File: config.mk
export PLATFORM = sky130hd
export DESIGN_NAME = div_reconstructor_flat
export DESIGN_NICKNAME = d
export VERILOG_FILES = /design/src/rtl/div_pkg.sv /design/src/rtl/div_reconstructor_if.sv /design/src/rtl/div_reconstructor_shift_add_step.sv /design/src/rtl/div_reconstructor.sv /design/src/flat_wrapper.sv
export SDC_FILE = /design/constraint.sdc
export NUM_CORES = 1
export LEC_CHECK = 0
export ABC_AREA = 1
export ABC_CLOCK_PERIOD_IN_PS = 8100
export BUFFER_PORTS_ARGS = -buffer_cell sky130_fd_sc_hd__buf_2
export CAP_MARGIN = 10
export CORE_ASPECT_RATIO = 0.7
export CORE_MARGIN = 3
export CORE_UTILIZATION = 58
export DETAILED_ROUTE_END_ITERATION = 7
export PLACE_DENSITY = 0.81
export SLEW_MARGIN = 20
export SYNTH_ARGS = -nofsm -noshare
export SYNTH_HDL_FRONTEND = slang
export SYNTH_SLANG_ARGS = --single-unit
File: constraint.sdc
create_clock -name clk -period 8.1 [get_ports clk]
set_clock_uncertainty 0.2 [all_clocks]
set_input_delay 2.025 -clock clk [delete_from_list [all_inputs] [get_ports clk]]
set_output_delay 2.025 -clock clk [all_outputs]
set_load 0.01 [all_outputs]
File: src/rtl/div_pkg.sv
// div_pkg: types and helpers shared by the restoring divider and its
// reconstructor.
//   div_state_e  - IDLE / RUN / DONE state encoding, common to both FSMs
//   DIV_WIDTH    - default operand width
//   acc_overflow - true when a double-width accumulator exceeds WIDTH bits
package div_pkg;

    typedef enum logic [1:0] {
        IDLE = 2'd0,
        RUN  = 2'd1,
        DONE = 2'd2
    } div_state_e;

    localparam int DIV_WIDTH = 8;

    // The caller zero-extends its accumulator to 64 bits. This supports
    // WIDTH values up to 32.
    function automatic logic acc_overflow(input logic [63:0] acc, input int width);
        return |(acc >> width);
    endfunction

endpackage

File: src/rtl/div_reconstructor_if.sv
// div_reconstructor_if: start/ok/err handshake bundle for the reconstructor.
//   start      - level request from the master
//   D, B, R    - quotient, divisor and remainder operands from the master
//   A          - reconstructed dividend from the slave
//   ok, err    - result status from the slave, held until the next accept
//   busy       - slave is iterating
interface div_reconstructor_if
    import div_pkg::*;
#(
    parameter int WIDTH = DIV_WIDTH
);
    logic             start;
    logic [WIDTH-1:0] D;
    logic [WIDTH-1:0] B;
    logic [WIDTH-1:0] R;
    logic [WIDTH-1:0] A;
    logic             ok;
    logic             err;
    logic             busy;

    modport master (output start, D, B, R, input  A, ok, err, busy);
    modport slave  (input  start, D, B, R, output A, ok, err, busy);
endinterface

File: src/rtl/div_reconstructor_shift_add_step.sv
// shift_add_step: one combinational iteration of the shift-add multiplier.
//   acc_i    - current 2*WIDTH accumulator
//   mc_i     - multiplicand (divisor)
//   md_bit_i - current multiplier bit (quotient LSB after shifting)
//   count_i  - iteration index, which sets the multiplicand weight
//   acc_o    - accumulator after this iteration
module shift_add_step
    import div_pkg::*;
#(
    parameter int WIDTH = DIV_WIDTH,
    parameter int CW    = $clog2(WIDTH)
) (
    input  logic [2*WIDTH-1:0] acc_i,
    input  logic [WIDTH-1:0]   mc_i,
    input  logic               md_bit_i,
    input  logic [CW-1:0]      count_i,
    output logic [2*WIDTH-1:0] acc_o
);
    logic [2*WIDTH-1:0] addend;

    // The multiplicand is widened before the shift so that no product
    // bits are lost.
    assign addend = {{WIDTH{1'b0}}, mc_i} << count_i;
    assign acc_o  = md_bit_i ? (acc_i + addend) : acc_i;
endmodule

File: src/rtl/div_reconstructor.sv
// div_reconstructor: rebuilds the dividend as A = D*B + R. It uses a
// shift-add loop that consumes one quotient bit per clock.
//   clk   - single clock, rising edge
//   reset - asynchronous, active-high
//   bus   - slave side of div_reconstructor_if (start/D/B/R in, A/ok/err/busy out)
// Results appear WIDTH edges after the accept edge. Invalid operands
// (B==0 or R>=B) finish on the accept edge itself with err set.
module div_reconstructor
    import div_pkg::*;
#(
    parameter int WIDTH = DIV_WIDTH
) (
    input  logic               clk,
    input  logic               reset,
    div_reconstructor_if.slave bus
);
    localparam int CW = $clog2(WIDTH);
    localparam logic [CW-1:0] LAST = CW'(WIDTH - 1);

    div_state_e         state_q;
    logic [WIDTH-1:0]   md_q;
    logic [WIDTH-1:0]   mc_q;
    logic [2*WIDTH-1:0] acc_q;
    logic [2*WIDTH-1:0] acc_d;
    logic [CW-1:0]      count_q;
    logic [WIDTH-1:0]   a_q;
    logic               ok_q;
    logic               err_q;
    logic               busy_q;

    shift_add_step #(.WIDTH(WIDTH), .CW(CW)) u_step (
        .acc_i    (acc_q),
        .mc_i     (mc_q),
        .md_bit_i (md_q[0]),
        .count_i  (count_q),
        .acc_o    (acc_d)
    );

    always_ff @(posedge clk or posedge reset) begin
        if (reset) begin
            state_q <= IDLE;
            md_q    <= '0;
            mc_q    <= '0;
            acc_q   <= '0;
            count_q <= '0;
            a_q     <= '0;
            ok_q    <= 1'b0;
            err_q   <= 1'b0;
            busy_q  <= 1'b0;
        end else begin
            case (state_q)
                IDLE, DONE: begin
                    // DONE behaves as idle. If start stays high, the next
                    // operation begins right after completion.
                    if (bus.start) begin
                        md_q    <= bus.D;
                        mc_q    <= bus.B;
                        acc_q   <= {{WIDTH{1'b0}}, bus.R};
                        count_q <= '0;
                        ok_q    <= 1'b0;
                        err_q   <= 1'b0;
                        if (bus.B == '0 || bus.R >= bus.B) begin
                            // A valid divider never produces these
                            // operands, so reject them immediately.
                            state_q <= DONE;
                            err_q   <= 1'b1;
                            a_q     <= '0;
                            busy_q  <= 1'b0;
                        end else begin
                            state_q <= RUN;
                            busy_q  <= 1'b1;
                        end
                    end
                end
                RUN: begin
                    acc_q   <= acc_d;
                    md_q    <= md_q >> 1;
                    count_q <= count_q + CW'(1);
                    if (count_q == LAST) begin
                        // The result is taken from the step output, so the
                        // last partial product lands on this same edge.
                        a_q     <= acc_d[WIDTH-1:0];
                        busy_q  <= 1'b0;
                        state_q <= DONE;
                        if (acc_overflow({{(64-2*WIDTH){1'b0}}, acc_d}, WIDTH)) begin
                            err_q <= 1'b1;
                            ok_q  <= 1'b0;
                        end else begin
                            ok_q  <= 1'b1;
                            err_q <= 1'b0;
                        end
                    end
                end
                default: begin
                    state_q <= IDLE;
                    busy_q  <= 1'b0;
                end
            endcase
        end
    end

    assign bus.A    = a_q;
    assign bus.ok   = ok_q;
    assign bus.err  = err_q;
    assign bus.busy = busy_q;
endmodule

File: src/flat_wrapper.sv
// flat-port wrapper written by rule: the top's interface ports become plain ports
module div_reconstructor_flat import div_pkg::*;
#(
    parameter int WIDTH = DIV_WIDTH
)
  (clk, reset, bus_start, bus_D, bus_B, bus_R, bus_A, bus_ok, bus_err, bus_busy);
  div_reconstructor_if #(.WIDTH(WIDTH)) bus_i ();
  input  logic clk;
  input  logic reset;
  input wire logic [$bits(bus_i.start)-1:0] bus_start;
  input wire logic [$bits(bus_i.D)-1:0] bus_D;
  input wire logic [$bits(bus_i.B)-1:0] bus_B;
  input wire logic [$bits(bus_i.R)-1:0] bus_R;
  output wire logic [$bits(bus_i.A)-1:0] bus_A;
  output wire logic [$bits(bus_i.ok)-1:0] bus_ok;
  output wire logic [$bits(bus_i.err)-1:0] bus_err;
  output wire logic [$bits(bus_i.busy)-1:0] bus_busy;
  assign bus_i.start = bus_start;
  assign bus_i.D = bus_D;
  assign bus_i.B = bus_B;
  assign bus_i.R = bus_R;
  assign bus_A = bus_i.A;
  assign bus_ok = bus_i.ok;
  assign bus_err = bus_i.err;
  assign bus_busy = bus_i.busy;
  div_reconstructor #(.WIDTH(WIDTH)) u_core (.clk(clk), .reset(reset), .bus(bus_i));
endmodule
==> run summary, run 1 <==
First-pass GRT wire length - 15730 µm
Post-route setup TNS - 0 ps
Initial core utilization - 0.6300
Post-synthesis cell type count - 35
Die ar. - 6959 µm²
Final setup viols - 0
Buffer and inverter count on the worst path - 5
Drt first pass iters - 5
Seq/Total Area, Yosys - 0.3391
Mapped Nets - 552
Setup bufs post-CTS - 0
Worst path required time - 8090 ps
Critical path's most frequent cell - inv_1
Gate count of the mapped netlist - 499
HP Class - reg -> reg
Post-CTS Hold Fix Bufs - 0
Clock latency at the later pin of the worst-skew pair - 300 ps
PortBufs - 37
Drt wl/cell - 15.11 µm
Gr usage total - 0.2790
Outcome - complete, no violations
Clock Sink Count - 47
Synth warnings - 0
Routed WL - 9099 µm
Via density - 5.766
Synthesized cell area - 3468 µm²
Yosys reg bits - 47
Data arrival time of the critical path - 3740 ps
Dpl hpwl - 7181 µm
Mean post-synth cell area - 6.951 µm²
Worst-path clk slew - 90 ps
Core area - 5505 µm²
Util after Layout - 0.6920
Row cnt - 22
PwrDens - 449.7 nW/µm²
PostCTS Resize Cnt - 0
CP max-delay cell - inv_1
Nets@finish - 582
Antenna Nets Post-Route - 0
Critical Path Max Stage Delay - 400 ps
Top cell family by delay on the critical path - buffers and inverters
Max-cap violations - 0
CP Class - in -> reg
Clock buffer depth - 2
I/O pin total - 38
Tmin final - 3753 ps
Cell Chain, Critical Path - buf_2 > inv_1 > nor2_1 > inv_1 > o21ai_2 > inv_1 > nor2_2 > inv_2 > nand2_1 > o21ai_2
DIE WIDTH - 98.43 µm
Root Buffer - clkbuf_8
LEAKAGE - 2.051 nW
CP Launch Type - input pin
Rel. slew slack - 0.3507
Worst IR drop on VDD - 248.9 µV
Vias in the first global route - 3387
CP max FO - 30
Max H-tree Level - 2
Slew @ Worst Pin - 972.5 ps
Largest net degree at the start of global routing - 48
Layout cells sized above 1 - 0.1208
Antenna violations before repair - 0
Routability cong. - 0.9222
RSZ-0062 raised after global routing - no
CTS Buf Count - 5
CTS tree - done
DRT iter0 DRCs - 301
Chip height - 70.70 µm
Max Slew Vio Count - 0
DR DRC count - 0
Syn-to-layout area delta - 9.848%
CP endpoint kind - flip-flop
ANT cells - 0
Final Hold Viols - 0
Period utilization - 0.4633
Gr ovfl total - 0
Total number of vias - 3471
F_max - 0.2665 GHz
-- sequential cells by signal (all words and copies together) (netlist names) --
signal          flops
u_core.bus.err      1
u_core.bus.ok       1
u_core.mc_q         8
u_core.acc_q       16
u_core.bus.A        8
u_core.md_q         8
u_core.count_q      3
u_core.state_q      2
-- worst min-delay path, stage by stage, from the launching register on --
cell and delay [ps]:
dfrtp_1 350, nand2_1 60, o21ai_2 50
-- metal layers --
| layer | global-route usage | routed length (µm) |
|---|---|---|
| met4 | 0.08030 | 164 |
| met1 | 0.3981 | 4040 |
| met5 | 0 | 0 |
| met2 | 0.4300 | 3950 |
| met3 | 0.06010 | 943 |
-- cell type report --
type                    instances  area [µm²]
clock buffers                   6       72.57
clock inverters                 2       60.06
fillers                       485        1695
inverters                      74       277.8
multi-input cells             364        1948
flip-flops and latches         47        1176
well taps                      72       90.09
repair buffers                 37       185.2
-- cell usage in the layout, fill, tap and decap left out, types with 4 or more instances in the layout --
cell type | Yosys | final
nor2_1 | 36 | 36
o211ai_1 | 5 | 5
nor3_1 | 11 | 11
a21oi_1 | 24 | 24
clkbuf_8 | 0 | 5
inv_2 | 4 | 5
buf_2 | 2 | 37
nand2_1 | 139 | 139
nand3_1 | 38 | 38
mux2i_1 | 4 | 4
o22ai_1 | 4 | 4
ha_1 | 25 | 25
o21ai_0 | 40 | 40
inv_1 | 67 | 66
o21ai_2 | 8 | 8
a221oi_1 | 7 | 7
dfrtp_1 | 47 | 47
nand4_1 | 4 | 4
-- cell usage after synthesis, drive strengths merged --
cell type | n | area (µm²)
nand3b | 2 | 15.01
a221oi | 7 | 61.31
and2 | 3 | 18.77
clkbuf | 7 | 26.28
ha | 25 | 312.8
xnor2 | 1 | 8.760
a31oi | 1 | 6.260
nor2 | 39 | 167.7
nand3 | 38 | 190.2
clkinv | 3 | 11.26
or2 | 4 | 25.03
nand2 | 141 | 534.3
o31ai | 1 | 7.510
dfrtp | 47 | 1176
o21ai | 48 | 270.3
buf | 7 | 40.04
o211ai | 5 | 37.54
mux2i | 4 | 40.04
inv | 71 | 266.5
nand4 | 4 | 25.02
fa | 1 | 20.02
nor3 | 11 | 55.05
o22ai | 4 | 25.02
o21a | 1 | 7.510
a21oi | 24 | 120.1
-- cell families after synthesis --
kind of cell	after synthesis	share of synthesized area
AND/OR/NAND/NOR	242	0.2973
AO/OA/AOI/OAI	91	0.1544
buffers and inverters	88	0.09921
flip-flops	47	0.3391
adder cells (fa/ha/maj)	26	0.09596
multiplexers	4	0.01154
XOR/XNOR	1	0.002526
-- stage by stage --
step | setup slack (ps) | hold slack (ps) | power, mW | instance area [µm²] | std cells
4_1_cts | 4358 | 290.0 | 1.692 | 3810 | 602
3_5_place_dp | 4060 | 267.9 | 1.483 | 3677 | 594
5_1_grt | 4044 | 314.4 | 1.896 | 3810 | 602
6_report | 4347 | 286.4 | 1.713 | 3810 | 602
2_1_floorplan | 4582 | 273.4 | 1.215 | 3468 | 499
3_3_place_gp | 4174 | 256.3 | 1.436 | 3677 | 594
-- final timing paths --
kind / slack (ps) / from / cells past startpoint / to
setup / recovery: 4350 / bus_start / 10 / u_core.bus.A[0]$_DFFE_PP0P_
hold / removal: 290 / u_core.bus.A[4]$_DFFE_PP0P_ / 2 / u_core.bus.A[4]$_DFFE_PP0P_
setup reg to reg: 4420 / u_core.count_q[0]$_DFFE_PP0P_ / 17 / u_core.bus.err$_DFFE_PP0P_
hold reg to reg: 290 / u_core.bus.A[4]$_DFFE_PP0P_ / 2 / u_core.bus.A[4]$_DFFE_PP0P_
max in group asynchronous: 5350 / reset / 2 / u_core.acc_q[1]$_DFFE_PP0P_
min in group asynchronous: 1740 / reset / 2 / u_core.mc_q[1]$_DFFE_PP0P_
-- report_power, final --
| part | total, mW | switching (mW) | internal, mW |
|---|---|---|---|
| clock | 0.202 | 0.0784 | 0.123 |
| combinational | 1.07 | 0.705 | 0.363 |
| sequential | 0.444 | 0.104 | 0.340 |
| total | 1.71 | 0.888 | 0.826 |
No activity file was read; power rests on OpenSTA's default activity.
==> inputs of run 2 (changes only) <==
ABC_CLOCK_PERIOD_IN_PS = 3430   (was 8100)
CORE_UTILIZATION = 54   (was 58)
PLACE_DENSITY = 0.79   (was 0.81)
clock period = 3.43 ns   (was 8.1 ns; I/O delays follow)
==> run summary, run 2 (synthesis results as in run 1) <==
Dpl hpwl - 7186 µm (about the same)
Seq pwr share - 0.246 (-0.013)
Syn-to-layout area delta - 10.89%
Final Hold Viols - 0 (unchanged)
Rel. slew slack - 0.6785 (+0.3278)
Antenna Nets Post-Route - 0 (unchanged)
Comb pwr share - 0.648 (+0.025)
R2r setup slk - 320 ps (-4100 ps)
Max-cap violations - 0 (unchanged)
Nets@finish - 589 (+1.2%)
WL met1 - 4607 µm (+14%)
Initial core utilization - 0.5822 (-0.04777)
I/O pin total - 38 (unchanged)
Met3 wire length - 664 µm (-30%)
Post-CTS Hold Fix Bufs - 0 (unchanged)
CTS tree - done
HP Class - reg -> reg
Routability cong. - 1.056 (+14%)
CP endpoint - u_core.bus.err$_DFFE_PP0P_
Clock buffer depth - 2 (unchanged)
Total power - 4.014 mW (+130%)
Die ar. - 7436 µm² (+6.9%)
LEAKAGE - 2.077 nW (+1.3%)
Antenna violations before repair - 0 (unchanged)
Row cnt - 23 (+4.5%)
Max H-tree Level - 2 (unchanged)
Root Buffer - clkbuf_8
Core area - 5957 µm² (+8.2%)
P_int - 1.912 mW (+130%)
CTS Buf Count - 5 (unchanged)
DR DRC count - 0 (unchanged)
P_sw - 2.102 mW (+140%)
Worst IR drop on VDD - 358.0 µV (+44%)
PortBufs - 37 (unchanged)
DRT iter0 DRCs - 304 (+1.0%)
Reg2reg path depth - 18 (+1)
Max FFs per register - 16 (unchanged)
Chip height - 73.05 µm (+3.3%)
Worst path required time - 3440 ps (-4650 ps)
Clock Sink Count - 47 (unchanged)
Max Slew Vio Count - 0 (unchanged)
Routed WL - 9284 µm (+2.0%)
Critical Path Start - u_core.count_q[0]$_DFFE_PP0P_
Post-DP Area - 3734 µm² (+1.5%)
CP endpoint kind - flip-flop
Gr ovfl total - 0 (unchanged)
Clock latency at the later pin of the worst-skew pair - 310 ps (about the same)
Largest net degree at the start of global routing - 28 (-42%)
Leading cell type in the layout, fill and taps excluded - nand2_1
Final setup viols - 0 (unchanged)
Total number of vias - 3399 (-2.1%)
Slew @ Worst Pin - 481.6 ps (-490.9 ps)
Vias in the first global route - 3177 (-6.2%)
RSZ-0062 raised after global routing - no
Clock share of power - 0.107 (-0.011)
Top routing layer used - met4
Drt first pass iters - 5 (unchanged)
DIE WIDTH - 101.8 µm (+3.4%)
ANT cells - 0 (unchanged)
CP max FO - 10 (-67%)
CP Class - reg -> reg
F_max - 0.3214 GHz
Reg2reg start - u_core.count_q[0]$_DFFE_PP0P_
CP Launch Type - flip-flop
Worst-path clk slew - 100 ps (about the same)
Via density - 5.554 (-3.7%)
First-pass GRT wire length - 15360 µm (-2.4%)
Most frequent cells in the layout - 139 x nand2_1, 66 x inv_1, 47 x dfrtp_1
Layout cells sized above 1 - 0.1341 (+0.01332)
Sw frac - 0.5238 (+0.005684)
Data arrival time of the critical path - 3120 ps (-620 ps)
Worst R2R End - u_core.bus.err$_DFFE_PP0P_
Met2 wire len - 3863 µm (-2.2%)
Period utilization - 0.9072
Biggest register - u_core.acc_q
Outcome - complete, no violations
Tmin final - 3112 ps
Gr usage total - 0.2688 (-0.01024)
Setup bufs post-CTS - 0 (unchanged)
Drt wl/cell - 15.17 µm (+0.37%)
Post-route setup TNS - 0 ps (unchanged)
Design Area, Final - 3846 µm² (+0.95%)
PwrDens - 1044 nW/µm² (+130%)
## run 2: routing by layer
metal | track usage | vias up
met5 | 0 | -
met2 | 0.3949 | 132
met3 | 0.05444 | 14
met4 | 0.07965 | 0
met1 | 0.3993 | 1550
li1 | - | 1703
## run 2: how the worst min path moves through the flow
stage / startpoint / to / slack, ps / cells after the start
final: u_core.bus.A[7]$_DFFE_PP0P_ / u_core.bus.A[7]$_DFFE_PP0P_ / 280 / 2
after global routing: u_core.bus.A[6]$_DFFE_PP0P_ / u_core.bus.A[6]$_DFFE_PP0P_ / 320 / 2
after CTS: u_core.bus.A[2]$_DFFE_PP0P_ / u_core.bus.A[2]$_DFFE_PP0P_ / 290 / 2
after detailed placement: u_core.bus.A[2]$_DFFE_PP0P_ / u_core.bus.A[2]$_DFFE_PP0P_ / 260 / 2
after global placement: u_core.bus.A[2]$_DFFE_PP0P_ / u_core.bus.A[2]$_DFFE_PP0P_ / 260 / 2
after floorplan: u_core.mc_q[5]$_DFFE_PP0P_ / u_core.mc_q[5]$_DFFE_PP0P_ / 270 / 2
## run 2: metrics by stage
| step | setup slack [ps] | hold slack, ps | util | cells |
|---|---|---|---|---|
| 3_3_place_gp | 338.8 | 259.4 | 0.6268 | 604 |
| 5_1_grt | 17.91 | 318.6 | 0.6457 | 612 |
| 3_5_place_dp | 345.7 | 257.4 | 0.6268 | 604 |
| 4_1_cts | 336.0 | 285.6 | 0.6457 | 612 |
| 2_1_floorplan | 715.6 | 273.4 | - | 499 |
| 6_report | 318.2 | 281.7 | 0.6457 | 612 |
## run 2: power groups by stage
stage,sequential [mW],clock (mW),combinational (mW)
2_1_floorplan,0.970,0,1.90
3_3_place_gp,0.983,0,2.49
3_5_place_dp,0.993,0,2.54
4_1_cts,0.984,0.425,2.56
5_1_grt,1.02,0.452,2.95
6_report,0.986,0.428,2.60
## run 2: what timing repair did
action,CTS,global route
endpoints found under the hold margin,0,0
resized for setup,0,1
setup endpoints to repair,0,2
## run 2: layout make-up
| class | instances | area (µm²) |
|---|---|---|
| fill | 518 | 2111 |
| multi-input combinational | 364 | 1948 |
| sequential | 47 | 1176 |
| inverter | 74 | 277.8 |
| timing repair buffer | 44 | 237.7 |
| tap | 75 | 93.84 |
| clock buffer | 5 | 68.82 |
| clock inverter | 3 | 43.79 |
## run 2: worst max-delay path: stages, from the launching register on
cell	delay (ps)
dfrtp_1	370
buf_4	180
mux2i_1	360
nor2_1	70
a31oi_1	200
mux2i_1	110
ha_1	360
nand2_1	140
inv_1	50
nand2_1	70
nand2_1	70
a21oi_1	180
nand2_1	80
nand2_1	60
nand3_1	90
nand2_1	110
nand2_1	50
nor2_1	160
a21oi_1	100
==> inputs of run 3 (changes only) <==
ABC_AREA = not set   (was 1)
CELL_PAD_IN_SITES_DETAIL_PLACEMENT = 0   (was not set)
CELL_PAD_IN_SITES_GLOBAL_PLACEMENT = 2   (was not set)
CORE_UTILIZATION = 33   (was 54)
==> run summary, run 3 <==
Outcome - complete, no violations
Dpl hpwl - 8152 µm (+13%)
Hold Startpoint - u_core.bus.A[2]$_DFFE_PP0P_
Post-synth EDFFs - 0 (unchanged)
P_int - 2.564 mW (+34%)
Post-route setup TNS - 0 ps (unchanged)
CP max-delay cell - dfrtp_2
Antenna Nets Post-Route - 0 (unchanged)
Critical Path Start - u_core.count_q[1]$_DFFE_PP0P_
P_sw - 2.253 mW (+7.2%)
Synthesized cell area - 3438 µm² (-0.87%)
Final Hold Viols - 0 (unchanged)
Post-synth top area cell - dfrtp_1
Max FFs per register - 16 (unchanged)
Clock latency at the later pin of the worst-skew pair - 290 ps (-20 ps)
Clock buffer depth - 2 (unchanged)
Synth area leaders - dfrtp_1 34%, ha_1 9.1%, nand2_1 5.9%, mux2i_1 5.2%, o21ai_0 3.9%
Top FF cell, synth - dfrtp_1
Worst IR drop on VDD - 451.0 µV (+26%)
CTS tree - done
Clock share of power - 0.102 (-0.005)
Total number of vias - 3107 (-8.6%)
Die ar. - 11700 µm² (+57%)
First-pass GRT wire length - 16510 µm (+7.5%)
Nets@finish - 505 (-14%)
Total power - 4.817 mW (+20%)
Most frequent cells in the layout - 54 x nand2_1, 45 x dfrtp_1, 37 x buf_2
Tmin final - 3294 ps (+182.6 ps)
Critical path's most frequent cell - nand2_1
Cell with the most instances after synthesis - nand2_1
Async set or reset register ratio after synthesis - 1.000 (unchanged)
Vias in the first global route - 2956 (-7.0%)
Mapped Nets - 444 (-20%)
Routed WL - 10470 µm (+13%)
Max-cap violations - 0 (unchanged)
Antenna violations before repair - 0 (unchanged)
Drt first pass iters - 4 (-1)
I/O pin total - 38 (unchanged)
Dpl cells - 569 (-5.8%)
CTS Buf Count - 5 (unchanged)
CP endpoint kind - flip-flop
Via density - 5.348 (-3.7%)
Cell Chain, Critical Path - buf_6 > mux2i_2 > nand2_1 > o21ai_1 > o21ai_0 > ha_1 > nand2_1 > buf_4 > nor2_1 > a31oi_2 > mux2i_1 > a211o_1 > a2111oi_4 > a32oi_1
Worst-path clk slew - 70 ps (-30 ps)
Initial core utilization - 0.3470 (-0.2353)
Layout cells sized above 1 - 0.2804 (+0.1463)
LEAKAGE - 2.024 nW (-2.5%)
Data arrival time of the critical path - 3250 ps (+130 ps)
Final Instance Count excl. Fillers - 581 (-5.1%)
Gr ovfl total - 0 (unchanged)
CP max FO - 5 (-5)
Design Area, Final - 4242 µm² (+10%)
Util after Layout - 0.4280 (-0.2176)
Synth warnings - 0 (unchanged)
Worst path required time - 3380 ps (-60 ps)
Routability cong. - 0.9237 (-13%)
Biggest register - u_core.acc_q
Gate count of the mapped netlist - 391 (-22%)
HP Class - reg -> reg
Max Slew Vio Count - 0 (unchanged)
Post-synthesis cell type count - 57 (+63%)
Final setup viols - 0 (unchanged)
CP Class - reg -> reg
Yosys reg bits - 47 (unchanged)
Comb pwr share - 0.685 (+0.037)
Mean post-synth cell area - 8.794 µm² (+27%)
Largest net degree at the start of global routing - 29 (+3.6%)
Core area - 9910 µm² (+66%)
Synth top area share - 0.3421 (+0.002962)
Row cnt - 30 (+30%)
Syn-to-layout area delta - 23.36%
CP Launch Type - flip-flop
Commonest cells in the netlist - 54 x nand2_1, 47 x dfrtp_1, 35 x nor2_1
Rel. slew slack - 0.5421 (-0.1364)
PortBufs - 37 (unchanged)
ANT cells - 0 (unchanged)
Clock Sink Count - 47 (unchanged)
Post-DP Area - 3954 µm² (+5.9%)
Leading cell type in the layout, fill and taps excluded - nand2_1
Reg2reg start - u_core.count_q[1]$_DFFE_PP0P_
Slew @ Worst Pin - 684.4 ps (+202.8 ps)
Seq/Total Area, Yosys - 0.3421 (+0.002962)
Seq pwr share - 0.213 (-0.033)
DRT iter0 DRCs - 181 (-40%)
DIE WIDTH - 128 µm (+26%)
F_max - 0.3035 GHz (-5.5%)
Gr usage total - 0.1823 (-0.08647)
Max H-tree Level - 2 (unchanged)
Chip height - 91.40 µm (+25%)
PwrDens - 1136 nW/µm² (+8.8%)
Root Buffer - clkbuf_16
Period utilization - 0.9605 (+0.05323)
Drt wl/cell - 18.02 µm (+19%)
Sw frac - 0.4678 (-0.05598)
Critical Path Max Stage Delay - 430 ps (+60 ps)
DR DRC count - 0 (unchanged)
==> run 3: metrics by stage <==
step | hold WS [ps] | worst slack (ps)
after floorplan | 249.7 | 40.27
after global placement | 275.1 | -31.45
after detailed placement | 288.1 | -37.02
after CTS | 307.1 | 23.35
after global routing | 322.8 | -20.00
final | 305.5 | 135.6
==> run 3: cell families after synthesis <==
group,count (synthesis),synth area share
DFF,47,0.3421
xor gates and xnor gates,9,0.02292
muxes,29,0.08843
and+or+nand+nor,125,0.1627
AOI/OAI and AO/OA,116,0.2431
buffers and inverters,39,0.04403
adders and majority gates,26,0.09680
==> run 3: path summary, 6_finish.rpt <==
check / to / slack, ps / cells past startpoint
max: u_core.bus.err$_DFFE_PP0P_ / 140 / 14
min: u_core.bus.A[2]$_DFFE_PP0P_ / 310 / 1
max reg2reg: u_core.bus.err$_DFFE_PP0P_ / 140 / 14
min reg2reg: u_core.bus.A[2]$_DFFE_PP0P_ / 310 / 1
max in group asynchronous: u_core.acc_q[6]$_DFFE_PP0P_ / 1960 / 3
min in group asynchronous: u_core.count_q[2]$_DFFE_PP0P_ / 450 / 2
==> run 3: area by class of cell <==
cell class	count	area [µm²]
inverter	19	71.32
clock buffer	5	125.1
tap	128	160.2
multi-input combinational	305	2221
fill	1010	5668
clock inverter	3	18.77
timing repair buffer	74	466.7
sequential	47	1179
==> run 3: power by group through the flow <==
stage                     registers, mW  clock network [mW]  logic [mW]
after global placement             1.01                   0        3.00
after floorplan                   0.971                   0        2.00
final                              1.03               0.491        3.30
after global routing               1.06               0.529        3.64
after CTS                          1.01               0.511        3.01
after detailed placement           1.01                   0        2.99
==> run 3: layer usage <==
layer  global-route usage  wire length [µm]  up-vias
met5                    0                 0        -
met4              0.02915                61        0
met3              0.04233               702        6
met2               0.2195              3863       90
met1               0.3147              5844     1470
li1                     -                 -     1541
==> run 3: critical path: cells and delay by family, from the launching register on <==
kind	cells	cell delay, ps
flip-flops	1	430
adder cells (fa/ha/maj)	1	340
buffers and inverters	2	280
AO/OA/AOI/OAI	6	1280
multiplexers	2	350
AND/OR/NAND/NOR	3	280
==> run 3: repair_timing <==
| action | CTS | global route |
|---|---|---|
| endpoints found under the setup margin | 2 | 4 |
| hold buffers | 0 | 0 |
| gates resized for setup | 1 | 28 |
| buffers inserted | 0 | 4 |
| pin swaps | 1 | 11 |
